==> config.mk <==
export PLATFORM = sky130hd
export DESIGN_NAME = reorder_buffer_flat
export DESIGN_NICKNAME = d
export VERILOG_FILES = /design/src/rtl/cpu_pkg.sv /design/src/rtl/reorder_buffer_if.sv /design/src/rtl/reorder_buffer.sv /design/src/flat_wrapper.sv
export SDC_FILE = /design/constraint.sdc
export NUM_CORES = 1
export LEC_CHECK = 0
export ABC_AREA = 1
export ABC_CLOCK_PERIOD_IN_PS = 8450
export CAP_MARGIN = 20
export CORE_ASPECT_RATIO = 0.75
export CORE_MARGIN = 5
export CORE_UTILIZATION = 60
export CTS_CLUSTER_SIZE = 28
export DETAILED_ROUTE_END_ITERATION = 10
export PLACE_DENSITY_LB_ADDON = 0.25
export SETUP_SLACK_MARGIN = 0.5
export SKIP_LAST_GASP = 1
export SYNTH_ARGS = -nofsm -noshare
export SYNTH_HDL_FRONTEND = slang
export SYNTH_SLANG_ARGS = --single-unit
export TNS_END_PERCENT = 100
==> constraint.sdc <==
create_clock -name clk -period 8.45 [get_ports clk]
set_input_delay 1.69 -clock clk [delete_from_list [all_inputs] [get_ports clk]]
set_output_delay 1.69 -clock clk [all_outputs]
set_load 0.005 [all_outputs]
==> src/rtl/cpu_pkg.sv <==
`default_nettype none
// ---------------------------------------------------------------------------
// cpu_pkg : ROB/tag sizing and the ROB entry record shared by rename and ROB.
// Rev 1.0
// ---------------------------------------------------------------------------
package cpu_pkg;

  localparam int ROB_DEPTH = 16;
  localparam int ROB_IDX_W = $clog2(ROB_DEPTH);
  localparam int TAG_COUNT = 64;
  localparam int TAG_W     = $clog2(TAG_COUNT);

  typedef struct packed {
    logic             valid;
    logic             done;
    logic [TAG_W-1:0] tag_rd;
    logic [TAG_W-1:0] old_tag;
    logic             load_store;
  } rob_entry_t;

endpackage
`default_nettype wire

==> src/rtl/reorder_buffer_if.sv <==
`default_nettype none
// ---------------------------------------------------------------------------
// reorder_buffer_if : allocate / complete / retire bundle of the ROB.
// Optional ROB_FLUSH_EN adds the flush strobe.  Rev 1.0
// ---------------------------------------------------------------------------
interface reorder_buffer_if
  import cpu_pkg::*;
#(
  parameter int NUM_ROB_LOG2  = ROB_IDX_W,
  parameter int NUM_TAGS_LOG2 = TAG_W
);
  logic                     alloc_valid;
  logic [NUM_TAGS_LOG2-1:0] alloc_tag_rd;
  logic [NUM_TAGS_LOG2-1:0] alloc_old_tag;
  logic                     alloc_load_store;
  logic [NUM_ROB_LOG2-1:0]  alloc_idx;
  logic                     rob_full;
  logic                     rob_empty;
  logic [1:0]               cmp_valid;
  logic [NUM_ROB_LOG2-1:0]  cmp_idx [0:1];
  logic [1:0]               retire_valid;
  logic [NUM_TAGS_LOG2-1:0] retire_tag [0:1];
`ifdef ROB_FLUSH_EN
  logic                     flush;
`endif

  modport master (
    output alloc_valid, alloc_tag_rd, alloc_old_tag, alloc_load_store,
    output cmp_valid, cmp_idx,
`ifdef ROB_FLUSH_EN
    output flush,
`endif
    input  alloc_idx, rob_full, rob_empty, retire_valid, retire_tag
  );

  modport slave (
    input  alloc_valid, alloc_tag_rd, alloc_old_tag, alloc_load_store,
    input  cmp_valid, cmp_idx,
`ifdef ROB_FLUSH_EN
    input  flush,
`endif
    output alloc_idx, rob_full, rob_empty, retire_valid, retire_tag
  );

endinterface
`default_nettype wire

==> src/rtl/reorder_buffer.sv <==
`default_nettype none
// ---------------------------------------------------------------------------
// reorder_buffer : circular ROB, two completion ports, in-order 2-wide retire.
// Optional macro ROB_FLUSH_EN adds a flush input.  Rev 1.0
// ---------------------------------------------------------------------------
module reorder_buffer
  import cpu_pkg::*;
#(
  parameter int NUM_ROB       = ROB_DEPTH,
  parameter int NUM_TAGS      = TAG_COUNT,
  parameter int NUM_ROB_LOG2  = $clog2(NUM_ROB),
  parameter int NUM_TAGS_LOG2 = $clog2(NUM_TAGS)
) (
  input  logic            clk,
  input  logic            rst,
  reorder_buffer_if.slave rob
);

  localparam int PTR_W = NUM_ROB_LOG2 + 1;

  rob_entry_t              entries [NUM_ROB];
  logic [PTR_W-1:0]        head;
  logic [PTR_W-1:0]        tail;
  logic [PTR_W-1:0]        head_plus1;
  logic [NUM_ROB_LOG2-1:0] head_idx;
  logic [NUM_ROB_LOG2-1:0] head1_idx;
  logic [NUM_ROB_LOG2-1:0] tail_idx;
  logic                    full;
  logic                    empty;
  logic                    flush_now;
  logic                    ret0;
  logic                    ret1;
  logic                    accept;
  logic                    unused_fields;

  assign head_plus1 = head + PTR_W'(1);
  assign head_idx   = head[NUM_ROB_LOG2-1:0];
  assign head1_idx  = head_plus1[NUM_ROB_LOG2-1:0];
  assign tail_idx   = tail[NUM_ROB_LOG2-1:0];

  assign full  = (head_idx == tail_idx) && (head[NUM_ROB_LOG2] != tail[NUM_ROB_LOG2]);
  assign empty = (head == tail);

`ifdef ROB_FLUSH_EN
  assign flush_now = rob.flush;
`else
  assign flush_now = 1'b0;
`endif

  // Second slot may only retire behind the first: strict program order.
  assign ret0   = entries[head_idx].valid && entries[head_idx].done && !flush_now;
  assign ret1   = ret0 && entries[head1_idx].valid && entries[head1_idx].done;
  assign accept = rob.alloc_valid && !full;

  assign rob.rob_full  = full;
  assign rob.rob_empty = empty;
  assign rob.alloc_idx = tail_idx;

  assign rob.retire_valid[0] = ret0 && (entries[head_idx].old_tag != '0);
  assign rob.retire_valid[1] = ret1 && (entries[head1_idx].old_tag != '0);
  assign rob.retire_tag[0]   = ret0 ? entries[head_idx].old_tag  : '0;
  assign rob.retire_tag[1]   = ret1 ? entries[head1_idx].old_tag : '0;

  // tag_rd and load_store are held for downstream consumers, not read here.
  always_comb begin
    unused_fields = 1'b0;
    for (int i = 0; i < NUM_ROB; i++) begin
      unused_fields = unused_fields ^ (^{entries[i].tag_rd, entries[i].load_store});
    end
  end

  always_ff @(posedge clk) begin
    if (!rst) begin
      head <= '0;
      tail <= '0;
      for (int i = 0; i < NUM_ROB; i++) begin
        entries[i] <= '0;
      end
    end else if (flush_now) begin
      tail <= head;
      for (int i = 0; i < NUM_ROB; i++) begin
        entries[i].valid <= 1'b0;
        entries[i].done  <= 1'b0;
      end
    end else begin
      for (int p = 0; p < 2; p++) begin
        if (rob.cmp_valid[p] && entries[rob.cmp_idx[p]].valid) begin
          entries[rob.cmp_idx[p]].done <= 1'b1;
        end
      end
      // Retire clears come after completions so a retiring slot ends up empty.
      if (ret0) begin
        entries[head_idx].valid <= 1'b0;
        entries[head_idx].done  <= 1'b0;
      end
      if (ret1) begin
        entries[head1_idx].valid <= 1'b0;
        entries[head1_idx].done  <= 1'b0;
      end
      if (accept) begin
        entries[tail_idx].valid      <= 1'b1;
        entries[tail_idx].done       <= 1'b0;
        entries[tail_idx].tag_rd     <= rob.alloc_tag_rd;
        entries[tail_idx].old_tag    <= rob.alloc_old_tag;
        entries[tail_idx].load_store <= rob.alloc_load_store;
        tail <= tail + PTR_W'(1);
      end
      head <= head + PTR_W'(ret0) + PTR_W'(ret1);
    end
  end

endmodule
`default_nettype wire
==> src/flat_wrapper.sv <==
// flat-port wrapper written by rule: the top's interface ports become plain ports
module reorder_buffer_flat import cpu_pkg::*;
#(
  parameter int NUM_ROB       = ROB_DEPTH,
  parameter int NUM_TAGS      = TAG_COUNT,
  parameter int NUM_ROB_LOG2  = $clog2(NUM_ROB),
  parameter int NUM_TAGS_LOG2 = $clog2(NUM_TAGS)
)
  (clk, rst, rob_alloc_valid, rob_alloc_tag_rd, rob_alloc_old_tag, rob_alloc_load_store, rob_cmp_valid, rob_cmp_idx, rob_alloc_idx, rob_rob_full, rob_rob_empty, rob_retire_valid, rob_retire_tag);
  reorder_buffer_if #(.NUM_ROB_LOG2(NUM_ROB_LOG2), .NUM_TAGS_LOG2(NUM_TAGS_LOG2)) rob_i ();
  input  logic clk;
  input  logic rst;
  input wire logic [$bits(rob_i.alloc_valid)-1:0] rob_alloc_valid;
  input wire logic [$bits(rob_i.alloc_tag_rd)-1:0] rob_alloc_tag_rd;
  input wire logic [$bits(rob_i.alloc_old_tag)-1:0] rob_alloc_old_tag;
  input wire logic [$bits(rob_i.alloc_load_store)-1:0] rob_alloc_load_store;
  input wire logic [$bits(rob_i.cmp_valid)-1:0] rob_cmp_valid;
  input wire logic [$bits(rob_i.cmp_idx)-1:0] rob_cmp_idx;
  output wire logic [$bits(rob_i.alloc_idx)-1:0] rob_alloc_idx;
  output wire logic [$bits(rob_i.rob_full)-1:0] rob_rob_full;
  output wire logic [$bits(rob_i.rob_empty)-1:0] rob_rob_empty;
  output wire logic [$bits(rob_i.retire_valid)-1:0] rob_retire_valid;
  output wire logic [$bits(rob_i.retire_tag)-1:0] rob_retire_tag;
  assign rob_i.alloc_valid = rob_alloc_valid;
  assign rob_i.alloc_tag_rd = rob_alloc_tag_rd;
  assign rob_i.alloc_old_tag = rob_alloc_old_tag;
  assign rob_i.alloc_load_store = rob_alloc_load_store;
  assign rob_i.cmp_valid = rob_cmp_valid;
  assign rob_i.cmp_idx = {>>{rob_cmp_idx}};
  assign rob_alloc_idx = rob_i.alloc_idx;
  assign rob_rob_full = rob_i.rob_full;
  assign rob_rob_empty = rob_i.rob_empty;
  assign rob_retire_valid = rob_i.retire_valid;
  assign rob_retire_tag = {>>{rob_i.retire_tag}};
  reorder_buffer #(.NUM_ROB(NUM_ROB), .NUM_TAGS(NUM_TAGS), .NUM_ROB_LOG2(NUM_ROB_LOG2), .NUM_TAGS_LOG2(NUM_TAGS_LOG2)) u_core (.clk(clk), .rst(rst), .rob(rob_i));
endmodule
==> impl_metrics.json, run 1 <==
{
  "synth_warnings": 0,
  "syn-mean-instance-area_um2": 6.92,
  "row_count": 39,
  "io_buffers": 38,
  "yosys-top-cells-area": "edfxtp_1, nand2_1, nor2_1, dfxtp_1, o21ai_0",
  "maxClockFrequency_mhz": 158,
  "post_cts_resize_count": 0,
  "wire_per_inst_um": 18.2,
  "cts_sinks": 138,
  "synth_nets": 1373,
  "ctsHtreeMaxLevel": 4,
  "die_area_um2": 18000,
  "start_util_pct": 60.9,
  "min_period_ns": 6.33,
  "hold_viol": 0,
  "io_pins": 46,
  "wl_um": 28100,
  "fin_util_pct": 66.4,
  "dieHeight_um": 117,
  "viasPerCell": 5.95,
  "hold_class": "reg2reg",
  "setup_viol": 0,
  "hold_buffers": 0,
  "run_status": "finished clean",
  "cts_buffer_depth": 2,
  "slew_headroom_pct": 29.4,
  "grt_pass1_wl_um": 43500,
  "die_w_um": 153,
  "cts_tree": "built",
  "cts_buffers": 17,
  "area_delta_synth_final_pct": 9.09,
  "cp_max_fo": 55,
  "worstMarginPinSlew_ns": 1.05,
  "multi_input_area_um2": 4520,
  "antennaDiodeCount": 0,
  "synth_top_cell_area_share_pct": 31.2,
  "whs_ns": 0.488,
  "finalPower_mw": 1.65,
  "yosysTopAreaCell": "edfxtp_1",
  "synth_cells": 1336,
  "cts_setup_buffers": 0,
  "core_um2": 15200,
  "ir_drop_mv": 0.152,
  "finalCritPeriodShare_pct": 75.0,
  "drive_gt1_share_pct": 5.83,
  "required_ns": 6.76,
  "cts_root_buf": "clkbuf_16",
  "clk_latency_ns": 0.43,
  "regArea_um2": 3730,
  "crit_path_end_kind": "output pin",
  "synth_ff_type": "edfxtp_1",
  "cap_violations": 0,
  "crit_arrival_ns": 4.64,
  "overflow": 0,
  "p_leak_nw": 4.54,
  "placed_cell_area_um2": 9450,
  "fin_nets": 1361,
  "gp_congestion": 0.969,
  "synth.cell_area_um2": 9240,
  "clock_skew_ns": 0.00897,
  "final_cell_mix": "nand2_1, nor2_1, inv_1",
  "drtAntennaViolNets": 0,
  "rsz0062_at_grt": "no",
  "grt_use_total_pct": 30.9,
  "final_common_cell": "nand2_1",
  "vias": 9171,
  "path_class": "reg2out",
  "post-dp-hpwl_um": 19300,
  "final_area_um2": 10100,
  "drc": 0,
  "num-fill-cells": 1329,
  "yosys.cell_types.count": 37,
  "cts.clk_slew.worst_paths_ns": 0.06,
  "synth_edf_count": 96,
  "drv_slew": 0,
  "worstSetupStartpointType": "flip-flop",
  "yosysSeqAreaShare_pct": 40.3,
  "yosys_register_bits": 138,
  "grt_max_degree": 124,
  "final.setup.tns_ns": 0,
  "synthArstFlopShare_pct": 0,
  "grt_pass1_vias": 8027,
  "powerDensity_nw_per_um2": 164,
  "drt-initial-drc-count": 1706,
  "antenna_found_initial": 0,
  "drt_pass1_iterations": 6
}
## power breakdown
| group | switching [mW] | internal (mW) | leakage (nW) |
|---|---|---|---|
| clock network | 0.289 | 0.493 | 0.312 |
| logic | 0.0811 | 0.0314 | 2.89 |
| registers | 0.0129 | 0.743 | 1.33 |
## Yosys cell counts (2+ instances only)
master,n
inv_1,133
buf_6,15
nor3_1,12
a22oi_1,2
nand2_1,348
nor2_1,243
o21ai_1,5
nand3b_1,12
buf_1,4
nand2_2,17
nor2_2,9
a21oi_1,64
xor2_1,5
ha_1,10
nand3_1,88
nor2_4,3
a31oi_1,5
dfxtp_1,42
clkbuf_1,25
o22ai_1,3
buf_2,20
buf_4,9
o21ai_0,110
nor2_8,4
clkinv_1,3
inv_2,2
nand4_1,36
xnor2_1,2
edfxtp_1,96
nand2_4,2
## final cells by class
class	count	area share, %
multi-input combinational	984	44.9
sequential	138	37.0
inverter	140	5.29
clock buffer	23	5.16
timing repair buffer	43	4.10
tap	205	2.54
clock inverter	9	1.04
## worst max-delay path, cell delays in order, from the launching register on
cell and delay (ns):
dfxtp_2 0.31, buf_4 0.54, inv_2 0.42, ha_1 0.44
clkinv_1 0.82, a21oi_1 0.39, o21ai_0 0.16, nand2_1 0.11
nand2_1 0.08, nand2_1 0.15, nor2_1 0.07, nor2_1 0.08
nand3_1 0.10, nand2_1 0.07, inv_1 0.04, clkdlybuf4s50_1 0.44
## cells by family after synthesis
logic type / count (synthesis) / synth area share [%]
simple gates: 775 / 36.1
fa+ha+maj: 11 / 1.57
xor+xnor: 7 / 0.664
flops: 138 / 40.3
compound gates: 191 / 10.6
buf+inv: 214 / 10.8
## state kept, by name, summed over array words and instances, names as in the netlist
signal,count
u_core.tail,5
u_core.entries,128
u_core.head,5
## per-layer routing
layer | GRT usage (%) | part of all wire (%) | vias up
met4 | 7.01 | 1.6 | 0
li1 | - | - | 4302
met1 | 47.0 | 43 | 4205
met5 | 0 | 0 | -
met2 | 42.0 | 40 | 607
met3 | 10.8 | 15 | 57
## per-stage QoR
stage	instances	worst slack, ns
after floorplan	1336	4.32
after global placement	1510	2.75
after detailed placement	1510	2.71
after CTS	1542	2.24
after global routing	1542	1.89
final	1542	2.12
## path summary, 6_finish.rpt
check                                   start  cells after the start                           to  slack, ns
setup / recovery    u_core.head[1]$_SDFF_PN0_                     15          rob_retire_valid[1]       2.12
hold / removal    u_core.tail[4]$_SDFFE_PN0N_                      1  u_core.tail[4]$_SDFFE_PN0N_       0.49
setup reg to reg    u_core.head[1]$_SDFF_PN0_                     19    u_core.head[4]$_SDFF_PN0_       3.75
hold reg to reg   u_core.tail[4]$_SDFFE_PN0N_                      1  u_core.tail[4]$_SDFFE_PN0N_       0.49
No activity file was read; power rests on OpenSTA's default activity.
==> inputs of run 2 (changes only) <==
Settings changed: ABC_CLOCK_PERIOD_IN_PS 8450 to 6450.
Clock period 8.45 ns to 6.45 ns, I/O delays scaled along.
==> impl_metrics.json, run 2 (same netlist as run 1, synthesis figures left out) <==
{
  "run_status": "finished clean",
  "largest_register_ffs": 128,
  "clk_latency_ns": 0.43,
  "crit_path_end_kind": "output pin",
  "cts_tree": "built",
  "crit_slowest_cell": "buf_4",
  "worstSetupStartpointType": "flip-flop",
  "drive_gt1_share_pct": 6.12,
  "cts_buffer_depth": 2,
  "wl_um": 27500,
  "crit_start": "u_core.head[0]$_SDFF_PN0_",
  "viasPerCell": 5.82,
  "min_from": "u_core.tail[4]$_SDFFE_PN0N_",
  "grt_pass1_wl_um": 43000,
  "drc": 0,
  "gp_congestion": 0.974,
  "finalPower_mw": 2.15,
  "whs_ns": 0.489,
  "die_w_um": 153,
  "core_um2": 15200,
  "post_cts_resize_count": 0,
  "path_class": "reg2out",
  "post-dp-hpwl_um": 19100,
  "power_frac_seq_pct": 46.0,
  "io_pins": 46,
  "rsz0062_at_grt": "no",
  "cp_max_fo": 111,
  "cts.clk_slew.worst_paths_ns": 0.07,
  "pre_cts_ws_ns": 1.69,
  "wl_met3_um": 4760,
  "drt_pass1_iterations": 8,
  "required_ns": 5.16,
  "worstMarginPinSlew_ns": 1.06,
  "clock_skew_ns": 0.0121,
  "p_clk_share_pct": 47.2,
  "drt-initial-drc-count": 1181,
  "slew_headroom_pct": 29.6,
  "placed_cell_area_um2": 9470,
  "r2r_start": "u_core.head[0]$_SDFF_PN0_",
  "die_area_um2": 18000,
  "worst_path_most_repeated_cell": "nand2_1",
  "antenna_found_initial": 0,
  "grt_use_total_pct": 30.5,
  "power.internal_mw": 1.60,
  "dieHeight_um": 117,
  "final_common_cell": "nand2_1",
  "path_cells": "inv_6 -> buf_4 -> nand2_1 -> nand2_1 -> nand2_1 -> nand2_1 -> nand2_1 -> nand2_1 -> nor2_2 -> nor2_8 -> nand2_4 -> nor3_1 -> clkdlybuf4s50_1",
  "cap_violations": 0,
  "p_sw_mw": 0.553,
  "final_area_um2": 10100,
  "highest_layer": "met4",
  "final.setup.tns_ns": 0,
  "start_util_pct": 60.9,
  "powerDensity_nw_per_um2": 214,
  "cts_buffers": 17,
  "m1WireLength_um": 11400,
  "area_delta_synth_final_pct": 8.99,
  "hold_viol": 0,
  "p_leak_nw": 4.53,
  "cts_setup_buffers": 0,
  "grt_max_degree": 112,
  "met2_length_um": 11000,
  "fin_nets": 1363,
  "top_register": "u_core.entries",
  "drtAntennaViolNets": 0,
  "final_cell_mix": "nand2_1, nor2_1, inv_1",
  "setup_viol": 0,
  "comb_power_share_pct": 6.8,
  "critPathMaxStageDelay_ns": 0.79,
  "sw_frac_of_total_pct": 25.7,
  "antennaDiodeCount": 0,
  "row_count": 39,
  "grt_pass1_vias": 7918,
  "hold_buffers": 0,
  "cts_sinks": 138,
  "wire_per_inst_um": 17.8,
  "maxClockFrequency_mhz": 186,
  "vias": 8991,
  "top_regs": "u_core.entries x128, u_core.head x5, u_core.tail x5",
  "crit_arrival_ns": 4.10,
  "finalCritPeriodShare_pct": 83.5,
  "ctsHtreeMaxLevel": 4,
  "io_buffers": 38,
  "fin_ws_ns": 1.06,
  "ir_drop_mv": 0.184,
  "drv_slew": 0,
  "cts_root_buf": "clkbuf_16",
  "overflow": 0,
  "min_period_ns": 5.39,
  "hold_class": "reg2reg"
}
run 2: per-layer routing:
| metal | vias up | track usage [%] |
|---|---|---|
| met3 | 40 | 13.7 |
| met1 | 4017 | 44.8 |
| li1 | 4323 | - |
| met5 | - | 0 |
| met2 | 611 | 40.9 |
| met4 | 0 | 7.23 |
run 2: final timing paths:
path                                      end  slack [ns]  depth (start not counted)
setup / recovery            rob_retire_tag[4]        1.06                         13
hold / removal    u_core.tail[4]$_SDFFE_PN0N_        0.49                          1
setup reg to reg    u_core.head[4]$_SDFF_PN0_        2.28                         17
hold reg to reg   u_core.tail[4]$_SDFFE_PN0N_        0.49                          1
run 2: power by group through the flow:
stage,Combinational [mW],Clock (mW),Sequential [mW]
finish,0.146,1.02,0.990
global route,0.162,1.05,0.993
CTS,0.143,1.01,0.989
detailed placement,0.142,0,1.01
global placement,0.139,0,1.01
floorplan,0.0958,0,1.00
run 2: layout make-up:
type,instances,area (µm²)
clock inverters,15,176
fillers,1329,5100
flip-flops and latches,138,3730
well taps,205,256
multi-input cells,984,4520
inverters,140,533
clock buffers,17,425
repair buffers,45,428
run 2: metrics by stage:
stage                     util, %  cells
after floorplan                 -   1336
after CTS                    66.4   1544
final                        66.4   1544
after detailed placement     62.4   1512
after global placement       62.4   1512
after global routing         66.4   1544
run 2: worst max-delay path, delay by kind of cell, from the launching register on:
family                 cells  cell delay, ns
and+or+nand+nor           10            1.58
DFF                        1            0.50
buffers and inverters      3            1.52
==> inputs of run 3 (changes only) <==
Settings changed: ABC_CLOCK_PERIOD_IN_PS 6450 to 5300.
Clock period 6.45 ns to 5.3 ns, I/O delays scaled along.
==> impl_metrics.json, run 3 (same netlist as run 1, synthesis figures left out) <==
{
  "cts_tree": "built",
  "drv_slew": 0,
  "die_area_um2": 18000,
  "core_um2": 15200,
  "p_sw_mw": 0.648,
  "drtAntennaViolNets": 0,
  "fin_util_pct": 66.9,
  "cp_max_fo": 37,
  "final_common_cell": "nand2_1",
  "fin_nets": 1368,
  "path_class": "reg2out",
  "cts.clk_slew.worst_paths_ns": 0.06,
  "min_period_ns": 4.55,
  "slew_headroom_pct": 41.6,
  "grt_pass1_wl_um": 43600,
  "powerDensity_nw_per_um2": 259,
  "wl_um": 28600,
  "grt_use_total_pct": 30.9,
  "rsz0062_at_grt": "no",
  "grt_max_degree": 108,
  "p_leak_nw": 4.56,
  "hold_class": "reg2reg",
  "gp_congestion": 0.999,
  "drc": 0,
  "power_frac_seq_pct": 45.8,
  "crit_path_end_kind": "output pin",
  "top_register": "u_core.entries",
  "required_ns": 4.24,
  "r2r_start": "u_core.head[1]$_SDFF_PN0_",
  "hold_buffers": 0,
  "run_status": "finished clean",
  "fin_ws_ns": 0.747,
  "cts_root_buf": "clkbuf_16",
  "clk_latency_ns": 0.43,
  "p_clk_share_pct": 47.3,
  "worstSetupStartpointType": "flip-flop",
  "ctsHtreeMaxLevel": 4,
  "cts_sinks": 138,
  "area_delta_synth_final_pct": 9.94,
  "start_util_pct": 60.9,
  "antenna_found_initial": 0,
  "cts_buffers": 17,
  "final.setup.tns_ns": 0,
  "crit_start": "u_core.head[1]$_SDFF_PN0_",
  "drt-initial-drc-count": 1379,
  "drive_gt1_share_pct": 6.62,
  "setup_viol": 0,
  "vias": 9132,
  "overflow": 0,
  "wire_per_inst_um": 18.5,
  "pre_cts_ws_ns": 1.01,
  "post-dp-hpwl_um": 19700,
  "min_from": "u_core.tail[4]$_SDFFE_PN0N_",
  "power.internal_mw": 1.98,
  "maxClockFrequency_mhz": 220,
  "finalCritPeriodShare_pct": 85.9,
  "drt_pass1_iterations": 9,
  "cts_buffer_depth": 2,
  "largest_register_ffs": 128,
  "grt_pass1_vias": 7987,
  "viasPerCell": 5.90,
  "row_count": 39,
  "die_w_um": 153,
  "ir_drop_mv": 0.252,
  "top_regs": "u_core.entries x128, u_core.head x5, u_core.tail x5",
  "final_cell_mix": "nand2_1, nor2_1, inv_1",
  "io_pins": 46,
  "dieHeight_um": 117,
  "hold_viol": 0,
  "crit_arrival_ns": 3.49,
  "io_buffers": 38,
  "comb_power_share_pct": 6.9,
  "cap_violations": 0,
  "clock_skew_ns": 0.00887,
  "sw_frac_of_total_pct": 24.6,
  "antennaDiodeCount": 0,
  "worstMarginPinSlew_ns": 0.876
}
## run 3: worst paths after layout
| check | endpoint | slack (ns) | depth (start not counted) |
|---|---|---|---|
| max reg2reg | u_core.head[4]$_SDFF_PN0_ | 1.78 | 16 |
| min | u_core.tail[4]$_SDFFE_PN0N_ | 0.48 | 1 |
| min reg2reg | u_core.tail[4]$_SDFFE_PN0N_ | 0.48 | 1 |
| max | rob_retire_valid[1] | 0.75 | 12 |
## run 3: metal layers
| layer | vias up | wire, µm | track usage [%] |
|---|---|---|---|
| met2 | 591 | 11200 | 41.6 |
| li1 | 4322 | - | - |
| met1 | 4154 | 12200 | 46.1 |
| met3 | 65 | 4540 | 12.3 |
| met4 | 0 | 673 | 8.07 |
| met5 | - | 0 | 0 |
## run 3: power by group through the flow
stage                     clock network (mW)  registers [mW]  logic, mW
after floorplan                            0            1.22      0.117
after global placement                     0            1.23      0.169
after detailed placement                   0            1.23      0.173
after CTS                               1.24            1.21      0.174
after global routing                    1.29            1.21      0.196
final                                   1.24            1.21      0.180
## run 3: stage by stage
step	hold slack (ns)	total power [mW]	std cells	instance area [µm²]
detailed placement	0.471	1.40	1514	9480
CTS	0.486	2.62	1546	10100
finish	0.483	2.63	1549	10200
global route	0.533	2.70	1549	10200
floorplan	0.452	1.34	1336	9240
global placement	0.464	1.40	1514	9480
## run 3: what timing repair did
item	CTS	global route
gates resized for setup	0	8
setup endpoints to repair	0	7
setup buffers	0	3
## run 3: critical path, stage by stage, from the launching register on
cell             delay (ns)
dfxtp_2                0.35
inv_2                  0.20
ha_1                   0.43
clkbuf_8               0.35
o21ai_0                0.13
o21ai_0                0.57
nand2_1                0.13
nand4_1                0.15
nor2_1                 0.06
nand3_1                0.08
nand2_1                0.06
inv_1                  0.05
clkdlybuf4s50_1        0.48
## run 3: cell type report
| type | instances | area, µm² |
|---|---|---|
| Timing Repair Buffer | 50 | 495 |
| Clock inverter | 15 | 188 |
| Sequential cell | 138 | 3730 |
| Tap cell | 205 | 256 |
| Multi-Input combinational cell | 984 | 4530 |
| Fill cell | 1326 | 5020 |
| Inverter | 140 | 537 |
| Clock buffer | 17 | 425 |
